### config.mk
export PLATFORM = sky130hd
export DESIGN_NAME = multicycle_ctrl
export DESIGN_NICKNAME = d
export VERILOG_FILES = /design/src/rtl/multicycle_ctrl.sv
export SDC_FILE = /design/constraint.sdc
export NUM_CORES = 1
export LEC_CHECK = 0
export BUFFER_PORTS_ARGS = -buffer_cell sky130_fd_sc_hd__buf_4
export CORE_MARGIN = 1.5
export CORE_UTILIZATION = 51
export CTS_CLUSTER_DIAMETER = 120
export DETAILED_ROUTE_END_ITERATION = 8
export PLACE_DENSITY = 0.86
export SKIP_CTS_REPAIR_TIMING = 1
export SYNTH_ARGS = -nofsm -noshare
export SYNTH_HDL_FRONTEND = slang
export SYNTH_SLANG_ARGS = --single-unit
### constraint.sdc
create_clock -name clk_i -period 3.55 [get_ports clk_i]
set_input_delay 0.71 -clock clk_i [delete_from_list [all_inputs] [get_ports clk_i]]
set_output_delay 0.71 -clock clk_i [all_outputs]
set_load 0.01 [all_outputs]
### src/rtl/multicycle_ctrl.sv
// Multi-cycle control FSM for the MIPS-subset datapath: sequences fetch/decode/execute/
// memory/write-back, stalls on mem_ready_i and decodes all datapath selects from state and op.
module multicycle_ctrl #(
   parameter int ALU_OP_W = 3
) (
   input  logic                clk_i,
   input  logic                rst_i,
   input  logic [5:0]          instr_op_i,
   input  logic                mem_ready_i,
   output logic                pc_write_o,
   output logic                pc_write_cond_o,
   output logic                iord_o,
   output logic                mem_read_o,
   output logic                mem_write_o,
   output logic                ir_write_o,
   output logic                reg_dst_o,
   output logic                mem_to_reg_o,
   output logic                reg_write_o,
   output logic                alu_src_a_o,
   output logic [1:0]          alu_src_b_o,
   output logic [ALU_OP_W-1:0] alu_op_o,
   output logic [1:0]          pc_src_o,
   output logic                se_o,
   output logic                illegal_o,
   output logic                retire_o,
   output logic [3:0]          state_o
);

   localparam logic [5:0] OP_R     = 6'b000000;
   localparam logic [5:0] OP_ADDI  = 6'b001000;
   localparam logic [5:0] OP_SLTIU = 6'b001011;
   localparam logic [5:0] OP_BEQ   = 6'b000100;
   localparam logic [5:0] OP_LUI   = 6'b001111;
   localparam logic [5:0] OP_ORI   = 6'b001101;
   localparam logic [5:0] OP_LW    = 6'b100011;
   localparam logic [5:0] OP_SW    = 6'b101011;
   localparam logic [5:0] OP_J     = 6'b000010;

   localparam logic [2:0] ALU_FUNCT = 3'b000;
   localparam logic [2:0] ALU_SUB   = 3'b001;
   localparam logic [2:0] ALU_ADD   = 3'b010;
   localparam logic [2:0] ALU_LUI   = 3'b011;
   localparam logic [2:0] ALU_OR    = 3'b100;
   localparam logic [2:0] ALU_SLTU  = 3'b101;

   typedef enum logic [3:0] {
      S_FETCH    = 4'd0,
      S_DECODE   = 4'd1,
      S_MEM_ADDR = 4'd2,
      S_MEM_RD   = 4'd3,
      S_MEM_WB   = 4'd4,
      S_MEM_WR   = 4'd5,
      S_R_EXE    = 4'd6,
      S_R_WB     = 4'd7,
      S_BRANCH   = 4'd8,
      S_I_EXE    = 4'd9,
      S_I_WB     = 4'd10,
      S_JUMP     = 4'd11
   } state_t;

   state_t     state_q;
   logic [5:0] op_q;
   logic [2:0] alu_class;

   // Unknown opcodes fall back to FETCH, so DECODE acts as a nop for them.
   function automatic state_t decode_next(input logic [5:0] op);
      case (op)
         OP_LW, OP_SW:                       return S_MEM_ADDR;
         OP_R:                               return S_R_EXE;
         OP_BEQ:                             return S_BRANCH;
         OP_ADDI, OP_SLTIU, OP_LUI, OP_ORI: return S_I_EXE;
         OP_J:                               return S_JUMP;
         default:                            return S_FETCH;
      endcase
   endfunction

   always_ff @(posedge clk_i) begin
      if (!rst_i) begin
         state_q <= S_FETCH;
         op_q    <= '0;
      end else begin
         case (state_q)
            S_FETCH:    if (mem_ready_i) state_q <= S_DECODE;
            S_DECODE: begin
               op_q    <= instr_op_i;
               state_q <= decode_next(instr_op_i);
            end
            S_MEM_ADDR: state_q <= (op_q == OP_SW) ? S_MEM_WR : S_MEM_RD;
            S_MEM_RD:   if (mem_ready_i) state_q <= S_MEM_WB;
            S_MEM_WR:   if (mem_ready_i) state_q <= S_FETCH;
            S_R_EXE:    state_q <= S_R_WB;
            S_I_EXE:    state_q <= S_I_WB;
            default:    state_q <= S_FETCH;
         endcase
      end
   end

   always_comb begin
      pc_write_o      = 1'b0;
      pc_write_cond_o = 1'b0;
      iord_o          = 1'b0;
      mem_read_o      = 1'b0;
      mem_write_o     = 1'b0;
      ir_write_o      = 1'b0;
      reg_dst_o       = 1'b0;
      mem_to_reg_o    = 1'b0;
      reg_write_o     = 1'b0;
      alu_src_a_o     = 1'b0;
      alu_src_b_o     = 2'b00;
      alu_class       = ALU_FUNCT;
      pc_src_o        = 2'b00;
      se_o            = 1'b0;
      illegal_o       = 1'b0;
      retire_o        = 1'b0;
      case (state_q)
         S_FETCH: begin
            mem_read_o  = 1'b1;
            alu_src_b_o = 2'b01;
            alu_class   = ALU_ADD;
            ir_write_o  = mem_ready_i;
            pc_write_o  = mem_ready_i;
         end
         S_DECODE: begin
            alu_src_b_o = 2'b11;
            alu_class   = ALU_ADD;
            se_o        = 1'b1;
            illegal_o   = (decode_next(instr_op_i) == S_FETCH);
            retire_o    = (decode_next(instr_op_i) == S_FETCH);
         end
         S_MEM_ADDR: begin
            alu_src_a_o = 1'b1;
            alu_src_b_o = 2'b10;
            alu_class   = ALU_ADD;
            se_o        = 1'b1;
         end
         S_MEM_RD: begin
            mem_read_o = 1'b1;
            iord_o     = 1'b1;
         end
         S_MEM_WB: begin
            reg_write_o  = 1'b1;
            mem_to_reg_o = 1'b1;
            retire_o     = 1'b1;
         end
         S_MEM_WR: begin
            mem_write_o = 1'b1;
            iord_o      = 1'b1;
            retire_o    = mem_ready_i;
         end
         S_R_EXE: alu_src_a_o = 1'b1;
         S_R_WB: begin
            reg_write_o = 1'b1;
            reg_dst_o   = 1'b1;
            retire_o    = 1'b1;
         end
         S_BRANCH: begin
            alu_src_a_o     = 1'b1;
            alu_class       = ALU_SUB;
            pc_write_cond_o = 1'b1;
            pc_src_o        = 2'b01;
            se_o            = 1'b1;
            retire_o        = 1'b1;
         end
         S_I_EXE, S_I_WB: begin
            alu_src_a_o = 1'b1;
            alu_src_b_o = 2'b10;
            case (op_q)
               OP_SLTIU: begin alu_class = ALU_SLTU; se_o = 1'b1; end
               OP_LUI:   begin alu_class = ALU_LUI;  se_o = 1'b0; end
               OP_ORI:   begin alu_class = ALU_OR;   se_o = 1'b0; end
               default:  begin alu_class = ALU_ADD;  se_o = 1'b1; end
            endcase
            reg_write_o = (state_q == S_I_WB);
            retire_o    = (state_q == S_I_WB);
         end
         S_JUMP: begin
            pc_write_o = 1'b1;
            pc_src_o   = 2'b10;
            retire_o   = 1'b1;
         end
         default: ;
      endcase
      // Strobes are suppressed for as long as reset is held, not just at the edge.
      if (!rst_i) begin
         pc_write_o      = 1'b0;
         pc_write_cond_o = 1'b0;
         mem_read_o      = 1'b0;
         mem_write_o     = 1'b0;
         ir_write_o      = 1'b0;
         reg_write_o     = 1'b0;
         retire_o        = 1'b0;
         illegal_o       = 1'b0;
      end
   end

   assign alu_op_o = ALU_OP_W'(alu_class);
   assign state_o  = state_q;

endmodule

==> impl_metrics.sql <==
INSERT INTO impl_metrics (metric_group, metric, value, unit) VALUES
('sta', 'setup_total_neg_slack', '0', 'ns'),
('clocking', 'cts.root.buffer_cell', 'clkbuf_4', ''),
('setup_path', 'crit_required', '2.84', 'ns'),
('logic_synthesis', 'synth_enable_flop_cells', '0', ''),
('placed_design', 'dpl.hpwl', '1667', 'um'),
('sta', 'fmaxAchievable', '343.5', 'MHz'),
('logic_synthesis', 'postSynthRegisterBits', '10', ''),
('cells_and_area', 'post_route_cells_drive_above_1_share', '0.2680', ''),
('setup_path', 'endpoint_kind', 'primary output', ''),
('setup_path', 'worst_r2r_startpoint', 'state_o[3]$_SDFFE_PN0P_', ''),
('placed_design', 'io_buffer_count', '32', ''),
('clocking', 'clkLatencyLatePin', '0.28', 'ns'),
('logic_synthesis', 'dominantRegCellSynth', 'dfxtp_1', ''),
('cells_and_area', 'layout.cell_area.non_filler', '1127', 'um2'),
('floorplan', 'ios', '33', ''),
('sta', 'final-max-slew-violation-count', '0', ''),
('global_route', 'grt_usage', '0.2508', ''),
('cells_and_area', 'antenna_cells', '0', ''),
('drt', 'detail-route-antenna-nets', '0', ''),
('floorplan', 'die_height', '44.18', 'um'),
('logic_synthesis', 'synth_sequential_area_ratio', '0.2315', ''),
('drt', 'route.final.wire_length', '2259', 'um'),
('sta', 'finalHoldWorstSlack', '0.4733', 'ns'),
('drt', 'drc_errors', '0', ''),
('clocking', 'cts_made_buffers', '3', ''),
('drt', 'avgViaCountPerCell', '6.107', ''),
('run_status', 'result_of_the_run', 'complete, no violations', ''),
('placed_design', 'placement.cell_area', '1091', 'um2'),
('setup_path', 'worst-path-max-fanout', '26', ''),
('run', 'maxCapViolCount', '0', ''),
('sta', 'worst_clock_skew', '0.002266', 'ns'),
('floorplan', 'core_outline_area', '1541', 'um2'),
('drt', 'number_of_drc_violations_after_detailed_routing_iteration_0', '32', ''),
('logic_synthesis', 'post_synth_num_cell_types', '43', ''),
('logic_synthesis', 'postSynthNetCount', '135', ''),
('placed_design', 'gp_congestion', '0.8000', ''),
('logic_synthesis', 'asyncSetResetFlopFracSynth', '0', ''),
('drt', 'detailed_router_iteration_count_before_antenna_repair', '4', ''),
('global_route', 'grt_pass1_vias', '839', ''),
('setup_path', 'worst_setup_path_start_kind', 'flop', ''),
('clocking', 'tritoncts', 'built', ''),
('logic_synthesis', 'syn_area', '864.6', 'um2'),
('sta', 'rsz_0062_raised_after_global_routing', 'no', ''),
('drt', 'routed_wire_length_per_instance', '13.37', 'um'),
('logic_synthesis', 'synthesis.area_per_instance', '6.862', 'um2'),
('sta', 'timing.final.crit_share', '0.8200', ''),
('logic_synthesis', 'yosys_warnings', '0', ''),
('setup_path', 'worstPathArrival', '2.20', 'ns'),
('logic_synthesis', 'postSynthCellCount', '126', ''),
('power', 'vdd_ir_drop_max', '0.0002256', 'V'),
('floorplan', 'initial_core_util', '0.5609', ''),
('floorplan', 'floorplan.die.width', '44.18', 'um'),
('clocking', 'cts_num_sinks', '10', ''),
('global_route', 'maximum_number_of_pins_on_one_net_before_global_route_repair', '27', ''),
('cells_and_area', 'flow.area_growth_from_synthesis', '30.39', '%'),
('power', 'report.power.total', '0.3202', 'mW'),
('setup_path', 'worst-setup-path-type', 'flop to primary output', ''),
('hold_path', 'min_path_type', 'flop to flop', ''),
('drt', 'route.vias.total', '1032', ''),
('setup_path', 'startpoint', 'state_o[3]$_SDFFE_PN0P_', ''),
('hold_path', 'hold_path_startpoint', 'op_q[5]$_SDFFE_PN0P_', ''),
('cells_and_area', 'num-fill-cells', '142', ''),
('cells_and_area', 'layout.nets', '163', ''),
('clocking', 'cts.clk_slew.worst_paths', '0.06', 'ns'),
('sta', 'slew_headroom', '0.4889', ''),
('sta', 'finalWorstPathRequiredPeriod', '2.911', 'ns'),
('sta', 'setup_viol', '0', ''),
('power', 'total_power_per_unit_cell_area', '284.0', 'nW/um2'),
('floorplan', 'placement_rows', '14', ''),
('clocking', 'clock_tree.htree_level_count', '1', ''),
('clocking', 'clk_path_buf_depth', '2', ''),
('floorplan', 'dieArea', '1951', 'um2'),
('sta', 'worst-slew-pin-transition', '0.7656', 'ns'),
('power', 'leakage', '0.4722', 'nW'),
('global_route', 'grt_pass1_wl', '3581', 'um'),
('sta', 'hold_viol', '0', ''),
('global_route', 'overflow', '0', ''),
('global_route', 'antenna_found_initial', '0', '');
[kinds of logic (layout without fill, tap and decap cells)]
| group | Yosys count | in the layout | share of synthesized area |
|---|---|---|---|
| AOI/OAI and AO/OA | 36 | 36 | 0.2692 |
| buffers and inverters | 13 | 40 | 0.06512 |
| xor gates and xnor gates | 3 | 3 | 0.03040 |
| and+or+nand+nor | 64 | 64 | 0.4038 |
| DFF | 10 | 10 | 0.2315 |
[worst paths after layout]
check | cells after the start | to | slack (ns)
worst max-delay path | 4 | retire_o | 0.64
worst max register to register | 4 | state_o[2]$_SDFFE_PN0P_ | 1.78
worst min register to register | 2 | op_q[5]$_SDFFE_PN0P_ | 0.47
worst min-delay path | 2 | op_q[5]$_SDFFE_PN0P_ | 0.47
[critical path, stage by stage (launching register included)]
cell and delay (ns):
dfxtp_1 0.55, or4b_1 0.74, a211o_1 0.37, a21oi_2 0.13, buf_4 0.13
[cell usage after synthesis (2+ instances only)]
cell | count | area (um2)
nor2b_1 | 4 | 25.02
o21ai_0 | 5 | 25.02
or4b_1 | 2 | 20.02
o31ai_1 | 2 | 15.01
a21oi_1 | 12 | 60.06
nor4b_1 | 3 | 26.28
xnor2_1 | 2 | 17.52
nand3_1 | 4 | 20.02
nand2_1 | 17 | 63.81
dfxtp_1 | 10 | 200.2
nand3b_1 | 2 | 15.01
o211ai_1 | 2 | 15.01
a21o_1 | 2 | 15.01
nor2_1 | 12 | 45.04
buf_2 | 3 | 15.01
nand2b_1 | 5 | 31.28
nor4_1 | 3 | 18.77
inv_1 | 2 | 7.510
clkbuf_1 | 6 | 22.52
nor3_1 | 5 | 25.02
[power breakdown]
group	switching (mW)	internal [mW]	total [mW]	leakage, nW
clock network	0.0426	0.0625	0.105	0.0210
registers	0.00567	0.118	0.124	0.0815
logic	0.0508	0.0400	0.0909	0.370
total	0.0991	0.221	0.320	0.472
[state kept, by name (all words and copies together) (netlist names)]
name,flops
op_q,6
state_o,4
[layout make-up]
cell class | instances | area (um2) | share of cell area
Clock buffer | 4 | 36.28 | 0.03219
Multi-Input combinational cell | 103 | 608.1 | 0.5394
Tap cell | 16 | 20.02 | 0.01776
Inverter | 2 | 7.507 | 0.006659
Timing Repair Buffer | 34 | 255.2 | 0.2264
Sequential cell | 10 | 200.2 | 0.1776
[layout by cell type, fill, tap and decap left out, types with 4 or more instances in the layout]
cell,instances
o21ai_0,5
nor3_1,5
dfxtp_1,10
buf_4,34
nor2_1,12
nand2b_1,5
a21oi_1,12
nor2b_1,4
nand2_1,17
nand3_1,4
[layer usage]
| metal | up-vias | wire, um | GRT usage |
|---|---|---|---|
| met5 | - | 0 | 0 |
| met2 | 42 | 1106 | 0.4294 |
| li1 | 514 | - | - |
| met1 | 471 | 960 | 0.2857 |
| met3 | 5 | 149 | 0.05306 |
| met4 | 0 | 42 | 0.1455 |
[per-stage QoR]
step                      cells  worst slack (ns)  utilization
after global placement      165            0.8956       0.7078
after floorplan             126             1.197            -
final                       169            0.6388       0.7313
after CTS                   169            0.6487       0.7313
after global routing        169            0.5253       0.7313
after detailed placement    165            0.8797       0.7078
Note: power is estimated with default switching activity, not from simulation.
